### src/rtl/apb_master_arbiter_if.sv
// rtl/apb_master_arbiter_if.sv - requester-side and APB-side signal bundle for apb_master_arbiter
interface apb_master_arbiter_if #(
  parameter int NUM_REQ = 4,
  parameter int NUM_SLV = 2
);
  logic [NUM_REQ-1:0]    req_valid;
  logic [NUM_REQ-1:0]    req_write;
  logic [NUM_REQ*32-1:0] req_addr;
  logic [NUM_REQ*32-1:0] req_wdata;
  logic [NUM_REQ-1:0]    req_ready;
  logic [NUM_REQ-1:0]    rsp_valid;
  logic [31:0]           rsp_rdata;
  logic                  rsp_err;

  logic [31:0]           paddr;
  logic                  pwrite;
  logic [31:0]           pwdata;
  logic                  penable;
  logic [NUM_SLV-1:0]    pselx;
  logic [NUM_SLV*32-1:0] prdata;
  logic [NUM_SLV-1:0]    pready;
  logic [NUM_SLV-1:0]    pslverr;

  modport master (
    input  req_valid, req_write, req_addr, req_wdata, prdata, pready, pslverr,
    output req_ready, rsp_valid, rsp_rdata, rsp_err, paddr, pwrite, pwdata, penable, pselx
  );

  modport slave (
    output req_valid, req_write, req_addr, req_wdata, prdata, pready, pslverr,
    input  req_ready, rsp_valid, rsp_rdata, rsp_err, paddr, pwrite, pwdata, penable, pselx
  );
endinterface

### src/rtl/apb_master_arbiter.sv
// rtl/apb_master_arbiter.sv - round-robin multi-requester APB master with address decode and timeout
module apb_master_arbiter #(
  parameter int NUM_REQ   = 4,
  parameter int NUM_SLV   = 2,
  parameter int SLV_SHIFT = 10,
  parameter int TIMEOUT   = 16
) (
  input  logic                 pclk_i,
  input  logic                 preset_i,
  apb_master_arbiter_if.master bus
);
  localparam int SIDX_W = (NUM_SLV > 1) ? $clog2(NUM_SLV) : 1;
  localparam int RIDX_W = $clog2(NUM_REQ);
  localparam int WCNT_W = $clog2(TIMEOUT + 1);

  typedef enum logic [1:0] {IDLE, SETUP, ACCESS, RESP} state_e;

  state_e             state_q;
  logic [RIDX_W-1:0]  rr_q;
  logic [RIDX_W-1:0]  gnt_q;
  logic [SIDX_W-1:0]  sidx_q;
  logic [31:0]        addr_q;
  logic [31:0]        wdata_q;
  logic [31:0]        rdata_q;
  logic               write_q;
  logic               err_q;
  logic               penable_q;
  logic [NUM_SLV-1:0] psel_q;
  logic [NUM_REQ-1:0] rsp_valid_q;
  logic [WCNT_W-1:0]  wait_q;

  logic               gnt_found_d;
  logic [RIDX_W-1:0]  gnt_idx_d;
  logic [RIDX_W-1:0]  rr_d;
  logic [31:0]        sel_addr_d;
  logic [31:0]        sel_wdata_d;
  logic               sel_write_d;
  logic               dec_err_d;
  logic               pready_sel;
  logic               pslverr_sel;
  logic [31:0]        prdata_sel;

  // Scan from the highest offset down so the lowest offset from rr_q wins.
  always_comb begin
    gnt_found_d = 1'b0;
    gnt_idx_d   = '0;
    for (int k = NUM_REQ - 1; k >= 0; k--) begin
      if (bus.req_valid[(int'(rr_q) + k) % NUM_REQ]) begin
        gnt_found_d = 1'b1;
        gnt_idx_d   = RIDX_W'((int'(rr_q) + k) % NUM_REQ);
      end
    end
  end

  assign sel_addr_d  = bus.req_addr[32*int'(gnt_idx_d) +: 32];
  assign sel_wdata_d = bus.req_wdata[32*int'(gnt_idx_d) +: 32];
  assign sel_write_d = bus.req_write[gnt_idx_d];
  assign rr_d        = (gnt_idx_d == RIDX_W'(NUM_REQ - 1)) ? '0 : gnt_idx_d + 1'b1;
  // The whole region number above SLV_SHIFT is decoded, so windows past the last slave error out.
  assign dec_err_d   = (sel_addr_d >> SLV_SHIFT) >= 32'(NUM_SLV);

  assign pready_sel  = bus.pready[sidx_q];
  assign pslverr_sel = bus.pslverr[sidx_q];
  assign prdata_sel  = bus.prdata[32*int'(sidx_q) +: 32];

  assign bus.req_ready = (state_q == IDLE && gnt_found_d && !preset_i)
                         ? (NUM_REQ'(1) << gnt_idx_d) : '0;
  assign bus.rsp_valid = rsp_valid_q;
  assign bus.rsp_rdata = rdata_q;
  assign bus.rsp_err   = err_q;
  assign bus.paddr     = addr_q;
  assign bus.pwrite    = write_q;
  assign bus.pwdata    = wdata_q;
  assign bus.penable   = penable_q;
  assign bus.pselx     = psel_q;

  always_ff @(posedge pclk_i) begin
    if (preset_i) begin
      state_q     <= IDLE;
      rr_q        <= '0;
      gnt_q       <= '0;
      sidx_q      <= '0;
      addr_q      <= '0;
      wdata_q     <= '0;
      rdata_q     <= '0;
      write_q     <= 1'b0;
      err_q       <= 1'b0;
      penable_q   <= 1'b0;
      psel_q      <= '0;
      rsp_valid_q <= '0;
      wait_q      <= '0;
    end else begin
      rsp_valid_q <= '0;
      case (state_q)
        IDLE: begin
          if (gnt_found_d) begin
            gnt_q   <= gnt_idx_d;
            rr_q    <= rr_d;
            addr_q  <= sel_addr_d;
            wdata_q <= sel_wdata_d;
            write_q <= sel_write_d;
            sidx_q  <= sel_addr_d[SLV_SHIFT +: SIDX_W];
            wait_q  <= '0;
            if (dec_err_d) begin
              rdata_q     <= '0;
              err_q       <= 1'b1;
              rsp_valid_q <= NUM_REQ'(1) << gnt_idx_d;
              state_q     <= RESP;
            end else begin
              psel_q  <= NUM_SLV'(1) << sel_addr_d[SLV_SHIFT +: SIDX_W];
              state_q <= SETUP;
            end
          end
        end
        SETUP: begin
          penable_q <= 1'b1;
          wait_q    <= WCNT_W'(1);
          state_q   <= ACCESS;
        end
        ACCESS: begin
          if (pready_sel) begin
            rdata_q     <= (write_q || pslverr_sel) ? '0 : prdata_sel;
            err_q       <= pslverr_sel;
            psel_q      <= '0;
            penable_q   <= 1'b0;
            rsp_valid_q <= NUM_REQ'(1) << gnt_q;
            state_q     <= RESP;
          end else if (wait_q == WCNT_W'(TIMEOUT)) begin
            rdata_q     <= '0;
            err_q       <= 1'b1;
            psel_q      <= '0;
            penable_q   <= 1'b0;
            rsp_valid_q <= NUM_REQ'(1) << gnt_q;
            state_q     <= RESP;
          end else begin
            wait_q <= wait_q + 1'b1;
          end
        end
        RESP: begin
          rdata_q <= '0;
          err_q   <= 1'b0;
          state_q <= IDLE;
        end
        default: state_q <= IDLE;
      endcase
    end
  end
endmodule

### src/flat_wrapper.sv
// flat-port wrapper written by rule: the top's interface ports become plain ports
module apb_master_arbiter_flat 
#(
  parameter int NUM_REQ   = 4,
  parameter int NUM_SLV   = 2,
  parameter int SLV_SHIFT = 10,
  parameter int TIMEOUT   = 16
)
  (pclk_i, preset_i, bus_req_valid, bus_req_write, bus_req_addr, bus_req_wdata, bus_prdata, bus_pready, bus_pslverr, bus_req_ready, bus_rsp_valid, bus_rsp_rdata, bus_rsp_err, bus_paddr, bus_pwrite, bus_pwdata, bus_penable, bus_pselx);
  apb_master_arbiter_if #(.NUM_REQ(NUM_REQ), .NUM_SLV(NUM_SLV)) bus_i ();
  input  logic pclk_i;
  input  logic preset_i;
  input wire logic [$bits(bus_i.req_valid)-1:0] bus_req_valid;
  input wire logic [$bits(bus_i.req_write)-1:0] bus_req_write;
  input wire logic [$bits(bus_i.req_addr)-1:0] bus_req_addr;
  input wire logic [$bits(bus_i.req_wdata)-1:0] bus_req_wdata;
  input wire logic [$bits(bus_i.prdata)-1:0] bus_prdata;
  input wire logic [$bits(bus_i.pready)-1:0] bus_pready;
  input wire logic [$bits(bus_i.pslverr)-1:0] bus_pslverr;
  output wire logic [$bits(bus_i.req_ready)-1:0] bus_req_ready;
  output wire logic [$bits(bus_i.rsp_valid)-1:0] bus_rsp_valid;
  output wire logic [$bits(bus_i.rsp_rdata)-1:0] bus_rsp_rdata;
  output wire logic [$bits(bus_i.rsp_err)-1:0] bus_rsp_err;
  output wire logic [$bits(bus_i.paddr)-1:0] bus_paddr;
  output wire logic [$bits(bus_i.pwrite)-1:0] bus_pwrite;
  output wire logic [$bits(bus_i.pwdata)-1:0] bus_pwdata;
  output wire logic [$bits(bus_i.penable)-1:0] bus_penable;
  output wire logic [$bits(bus_i.pselx)-1:0] bus_pselx;
  assign bus_i.req_valid = bus_req_valid;
  assign bus_i.req_write = bus_req_write;
  assign bus_i.req_addr = bus_req_addr;
  assign bus_i.req_wdata = bus_req_wdata;
  assign bus_i.prdata = bus_prdata;
  assign bus_i.pready = bus_pready;
  assign bus_i.pslverr = bus_pslverr;
  assign bus_req_ready = bus_i.req_ready;
  assign bus_rsp_valid = bus_i.rsp_valid;
  assign bus_rsp_rdata = bus_i.rsp_rdata;
  assign bus_rsp_err = bus_i.rsp_err;
  assign bus_paddr = bus_i.paddr;
  assign bus_pwrite = bus_i.pwrite;
  assign bus_pwdata = bus_i.pwdata;
  assign bus_penable = bus_i.penable;
  assign bus_pselx = bus_i.pselx;
  apb_master_arbiter #(.NUM_REQ(NUM_REQ), .NUM_SLV(NUM_SLV), .SLV_SHIFT(SLV_SHIFT), .TIMEOUT(TIMEOUT)) u_core (.pclk_i(pclk_i), .preset_i(preset_i), .bus(bus_i));
endmodule
### config.mk
export PLATFORM = sky130hd
export DESIGN_NAME = apb_master_arbiter_flat
export DESIGN_NICKNAME = d
export VERILOG_FILES = /design/src/rtl/apb_master_arbiter_if.sv /design/src/rtl/apb_master_arbiter.sv /design/src/flat_wrapper.sv
export SDC_FILE = /design/constraint.sdc
export NUM_CORES = 1
export LEC_CHECK = 0
export CAP_MARGIN = 10
export CORE_AREA = 2 2 171 173
export CTS_CLUSTER_DIAMETER = 100
export DETAILED_ROUTE_END_ITERATION = 8
export DIE_AREA = 0 0 173 175
export PLACE_DENSITY = 0.66
export SLEW_MARGIN = 20
export SYNTH_ARGS = -nofsm -noshare
export SYNTH_HDL_FRONTEND = slang
export SYNTH_SLANG_ARGS = --single-unit
### constraint.sdc
create_clock -name pclk_i -period 9.65 [get_ports pclk_i]
set_input_delay 2.895 -clock pclk_i [delete_from_list [all_inputs] [get_ports pclk_i]]
set_output_delay 2.895 -clock pclk_i [all_outputs]
set_load 0.03 [all_outputs]
== Yosys cells after proc, flatten, opt, wreduce, memory -nomap -nowiden ==
Cells that the tools add are included.

* $mul: 0
* Eq/ne operators: 11
* Add/sub/neg operators: 5
* Bitwise gates (word level): 3
* Div/mod/pow operators: 0
* Multiplexer cells: 60
* Reductions and logical operators: 18
* Shift-type cells: 6
* Magnitude comparators: 7

{| class="wikitable"
|+ Operators with widths
! cell !! count
|-
| indexed part select 128 x 8 -> 32 bit || 2
|-
| two-way mux 32 bit || 5
|-
| one-hot mux 32 bit (3 select lines) || 1
|-
| indexed part select 64 x 7 -> 32 bit || 1
|-
| two-way mux 2 bit || 13
|-
| >= comparator 22 x 2 -> 1 bit (second input constant) || 1
|-
| two-way mux 1 bit || 22
|-
| two-way mux 4 bit || 5
|-
| two-way mux 5 bit || 3
|-
| one-hot mux 5 bit (3 select lines) || 1
|-
| < comparator 3 x 4 -> 1 bit (second input constant) || 3
|-
| AND reduction 4 bit || 3
|-
| binary-select mux 1 bit (select 2 bit) || 5
|-
| one-hot mux 2 bit (4 select lines) || 1
|-
| one-hot mux 4 bit (2 select lines) || 1
|-
| left shift 1 x 2 -> 4 bit (first input constant) || 2
|-
| equality test 2 bit (second input constant) || 3
|-
| < comparator 2 x 3 -> 1 bit (second input constant) || 2
|-
| != test 2 bit (second input constant) || 3
|-
| AND reduction 2 bit || 3
|-
| nonzero test 3 bit || 2
|-
| OR reduction 2 bit || 3
|-
| adder 5 x 1 -> 5 bit (second input constant) || 1
|-
| equality test 5 bit (second input constant) || 1
|-
| other kinds (16) || 23
|}

* ROM bits: 0
* Memories: 0
* Memory bits (writable): 0
* Bits in latches: 0
* Logic and storage cells: 123
* Input bits: 334
* Output and inout bits: 109
* Bits in registers: 117

== Logic depth before layout (Yosys ltp) ==
* Word-level depth: 15
* Gate-level depth with buffers: 13
* Mapped depth without buffers: 10

== Least setup slack after synthesis ==
No wires, ideal clock.

* Path kind: in2out
* From: input port bus_req_valid[2]
* To: output port bus_req_ready[3]
* Arrival: 4.873 ns
* Path buffers: 3
* Path slack: 1.882 ns
* Stages: 8
* Data required time: 6.755 ns
* Cell sequence: nor2b_1 a21o_1 a211oi_2 buf_2 buf_1 clkbuf_1 ha_1 and2_1

* Elaborated cells on any way between the ends: 23
* Classes of those cells: 1 x shift; 20 x mux; 2 x reduce/logical

{| class="wikitable"
|+ RTL lines
! element !! line !! source
|-
| start, declared || flat_wrapper.sv:13 || <nowiki>input wire logic [$bits(bus_i.req_valid)-1:0] bus_req_valid;</nowiki>
|-
| binary-select mux 1 bit (select 2 bit) || apb_master_arbiter.sv:48 || <nowiki>if (bus.req_valid[(int'(rr_q) + k) % NUM_REQ]) begin</nowiki>
|-
| two-way mux 1 bit (not written as such) (2 in a row) || apb_master_arbiter.sv:48 ||
|-
| two-way mux 2 bit (3 in a row) || apb_master_arbiter.sv:48 ||
|-
| two-way mux 2 bit (*) || apb_master_arbiter.sv:48 ||
|-
| net u_core.gnt_idx_d[0] || apb_master_arbiter.sv:33 || <nowiki>logic [RIDX_W-1:0] gnt_idx_d;</nowiki>
|-
| left shift 1 x 2 -> 4 bit (*) || apb_master_arbiter.sv:67 || <nowiki>? (NUM_REQ'(1) << gnt_idx_d) : '0;</nowiki>
|-
| two-way mux 4 bit (*) || apb_master_arbiter.sv:67 ||
|-
| end, declared || flat_wrapper.sv:20 || <nowiki>output wire logic [$bits(bus_i.req_ready)-1:0] bus_req_ready;</nowiki>
|}

Mark *: on every way through the listed nets, which the timed path passes. The rest lies on a longest branch. The select of a mux whose other input is x is not followed.

== Worst setup path after layout ==
* From: input port bus_req_valid[0]
* To: output port bus_req_ready[0]

* Word-level cells in the longest chain between the ends: 10
* Elaborated cells on any way between the ends: 23
* Classes of those cells: 1 x shift; 20 x mux; 2 x reduce/logical

{| class="wikitable"
|+ RTL lines
! element !! line !! source
|-
| binary-select mux 1 bit (select 2 bit) || apb_master_arbiter.sv:48 ||
|-
| two-way mux 1 bit (not written as such) (2 in a row) || apb_master_arbiter.sv:48 ||
|-
| two-way mux 1 bit (4 in a row) || apb_master_arbiter.sv:48 ||
|-
| logical AND 1 bit (2 in a row) || apb_master_arbiter.sv:66 || <nowiki>assign bus.req_ready = (state_q == IDLE && gnt_found_d && !preset_i)</nowiki>
|-
| two-way mux 4 bit (*) || apb_master_arbiter.sv:67 ||
|}

Every way passes the cells marked *; elsewhere a longest branch is shown, timed or not. The select of a mux whose other input is x is not followed.

==> results.sh <==
export IMPL_holdCritStartpoint="u_core.bus.pwdata[23]"
export IMPL_synth_enable_flop_cells=0
export IMPL_cts_tree="yes"
export IMPL_grt_max_degree=73
export IMPL_worst_r2r_startpoint="u_core.rr_q[0]"
export IMPL_antenna_found_initial=0
export IMPL_ys_seq_elements=116
export IMPL_max_freq_mhz=118.2
export IMPL_worst_slew_pin_slew_ps=849.8
export IMPL_skew_ps=10.73
export IMPL_hold_viol=0
export IMPL_finalPower_w=0.003356
export IMPL_vias=8877
export IMPL_cts_sinks=116
export IMPL_row_count=62
export IMPL_initial_core_util_pct=25.37
export IMPL_wire_per_inst_um=17.05
export IMPL_post_route_cell_area_sq_um=12590
export IMPL_setup_viol=0
export IMPL_syn_area_per_cell_sq_um=6.880
export IMPL_dieArea_sq_um=30280
export IMPL_grt_usage_pct=20.28
export IMPL_fin_tns_setup_ps=0
export IMPL_post_route_period_util_pct=87.66
export IMPL_min_to="u_core.bus.pwdata[23]"
export IMPL_grt_pass1_vias=8800
export IMPL_hold_class="flip-flop to flip-flop"
export IMPL_drv_cap=0
export IMPL_io_buffers=442
export IMPL_reg2reg_depth=13
export IMPL_crit_path_start_kind="input pin"
export IMPL_final_seq_area_sq_um=2322
export IMPL_cp_slowest_cell="clkdlybuf4s50_1"
export IMPL_crit_top_cell="clkdlybuf4s50_1"
export IMPL_die_h_um=175
export IMPL_avgViaCountPerCell=4.835
export IMPL_dr_pass1_iters=5
export IMPL_areaGrowthSynthToFinish_pct=74.85
export IMPL_ios=443
export IMPL_ff2ff_setup_slack_ps=5350
export IMPL_whs_path_depth=2
export IMPL_status="completed"
export IMPL_drive_gt1_share_pct=6.547
export IMPL_synth_async_reset_ratio_pct=0
export IMPL_finalWeightedCongestion=0.8913
export IMPL_postCtsResizedCells=0
export IMPL_nets=1782
export IMPL_syn_cell_area_sq_um=7203
export IMPL_core_sq_um=28390
export IMPL_grt_pass1_wl_um=48650
export IMPL_ys_warnings_count=0
export IMPL_cts_buffers=17
export IMPL_yosysSeqAreaShare_pct=32.24
export IMPL_worst_path_dominant_cell_family="buffers and inverters"
export IMPL_pwr_density_cell_nw_per_um2=266.4
export IMPL_max_stage_delay_ps=690
export IMPL_hpwl_um=23100
export IMPL_root_buffer="clkbuf_16"
export IMPL_finalCriticalPeriod_ps=8459
export IMPL_multi_input_area_sq_um=4517
export IMPL_rr_endpoint="u_core.bus.rsp_rdata[9]"
export IMPL_synth_top_area_share_pct=32.24
export IMPL_cts_hold_buf=0
export IMPL_dpl_cell_area_sq_um=11960
export IMPL_grt_overflow=0
export IMPL_rsz0062_at_grt="no"
export IMPL_worstPathCellList="clkdlybuf4s50_1, nand2_1, a211o_1, nand2_4, ha_1, and2_1, clkdlybuf4s50_1"
export IMPL_drc=0
export IMPL_crit_buf_inv=2
export IMPL_clkTransAtPathRegs_ps=60
export IMPL_endpoint_kind="primary output"
export IMPL_htreeDepth=4
export IMPL_worstPathRequired_ps=6760
export IMPL_drv_slew=0
export IMPL_relSlewSlack_pct=43.35
export IMPL_irDropWorstVdd_uv=120.4
export IMPL_crit_type="input pin to primary output"
export IMPL_post_cts_setup_buffers=0
export IMPL_crit_arrival_ps=5560
export IMPL_postRouteAntennaNets=0
export IMPL_nFillCells=2856
export IMPL_die_width_um=173
export IMPL_critPathMaxFanout=60
export IMPL_synth_area_top_cells="dfxtp_1 32%, nand2_1 15%, nand3_1 15%"
export IMPL_synth_largest_area_cell="dfxtp_1"
export IMPL_yosys_most_used_dff="dfxtp_1"
export IMPL_routed_wl_um=31300
export IMPL_synthTopCellsByCount="282 x nand2_1, 210 x nand3_1, 116 x dfxtp_1, 70 x a21oi_1, 66 x clkbuf_1"
export IMPL_syn_inst=1047
export IMPL_clock_latency_ps=420
export IMPL_hold_slack_ps=453.0
export IMPL_leakage_nw=4.842
export IMPL_post_synth_top_count_cell="nand2_1"
export IMPL_synth_cell_types=44
export IMPL_first_iter_violations=503
export IMPL_synth_fp_nets=1391
export IMPL_cts_buffer_depth=2
-- how the worst max path moves through the flow --
stage / cells past startpoint / endpoint / from / slack [ps]
final: 7 / bus_req_ready[0] / bus_req_valid[0] / 1190
after global routing: 7 / bus_req_ready[1] / bus_req_valid[0] / 1030
after CTS: 7 / bus_req_ready[0] / bus_req_valid[0] / 1190
after detailed placement: 7 / bus_req_ready[1] / bus_req_valid[0] / 1200
after global placement: 7 / bus_req_ready[0] / bus_req_valid[0] / 1240
after floorplan: 8 / bus_req_ready[3] / bus_req_valid[2] / 1880
-- tightest hold or removal path, stage by stage (launching register included) --
cell and delay, ps:
dfxtp_1 300, nand2_1 50, a21oi_1 50
-- power breakdown --
part	internal, W	total, W	switching, W	leakage (nW)
registers	0.000622	0.000704	0.0000812	0.949
logic	0.000766	0.00196	0.00119	3.59
clock network	0.000446	0.000697	0.000250	0.299
-- cell families (layout without fill, tap and decap cells) --
| group | Yosys count | in the layout | synth area share, % |
|---|---|---|---|
| AND/OR/NAND/NOR | 599 | 599 | 38.04 |
| AO/OA/AOI/OAI | 153 | 153 | 12.42 |
| flip-flops | 116 | 116 | 32.24 |
| buffers and inverters | 102 | 506 | 5.732 |
| multiplexers | 65 | 65 | 9.588 |
| adder cells (fa/ha/maj) | 10 | 10 | 1.737 |
| XOR/XNOR | 2 | 2 | 0.2432 |
| other | 0 | 1 | 0 |
-- area by class of cell --
type,instances,share of cell area (%)
Timing Repair Buffer,459,36.38
Multi-Input combinational cell,829,35.86
Sequential cell,116,18.44
Tap cell,384,3.815
Clock buffer,20,3.626
Clock inverter,12,1.411
Inverter,15,0.4470
Antenna cell,1,0.01987
-- metal layers --
| layer | up-vias | wire length (um) | GRT usage, % |
|---|---|---|---|
| met2 | 395 | 15350 | 35.55 |
| met3 | 47 | 2787 | 6.963 |
| met1 | 4069 | 12370 | 23.05 |
| met5 | - | 0 | 0 |
| met4 | 0 | 789 | 6.709 |
| li1 | 4366 | - | - |
-- layout by cell type, fill, tap and decap left out, types with 3 or more instances in the layout --
master,n
nor4_1,3
a22oi_1,6
a31oi_1,9
clkbuf_16,17
nor2_1,20
a211oi_1,9
clkinvlp_4,4
dfxtp_1,116
o21ai_0,37
ha_1,10
clkdlybuf4s50_1,439
nand2b_1,38
mux2_2,32
mux2i_1,33
a32o_1,4
a21o_1,3
nand2_1,281
and2_1,15
nor2b_1,5
buf_12,3
bufinv_16,4
nand3_1,210
and3_1,10
a21oi_1,69
or3_1,4
buf_4,17
nand4_1,3
inv_1,13
-- per-stage QoR --
stage	cells	util (%)	worst slack, ps
floorplan	1047	-	1882
global placement	1802	42.05	1240
detailed placement	1803	42.12	1200
CTS	1835	44.35	1193
global route	1835	44.35	1031
finish	1836	44.36	1191
-- sequential cells by signal, summed over array words and instances (netlist names) --
signal and flops:
u_core.state_q 2, u_core.bus.rsp_valid 4, u_core.rr_q 2, u_core.bus.rsp_err 1, u_core.bus.pselx 2, u_core.bus.rsp_rdata 32
u_core.wait_q 5, u_core.bus.pwrite 1, u_core.gnt_q 2, u_core.bus.pwdata 32, u_core.bus.penable 1, u_core.bus.paddr 32
Note: power is estimated with default switching activity, not from simulation.
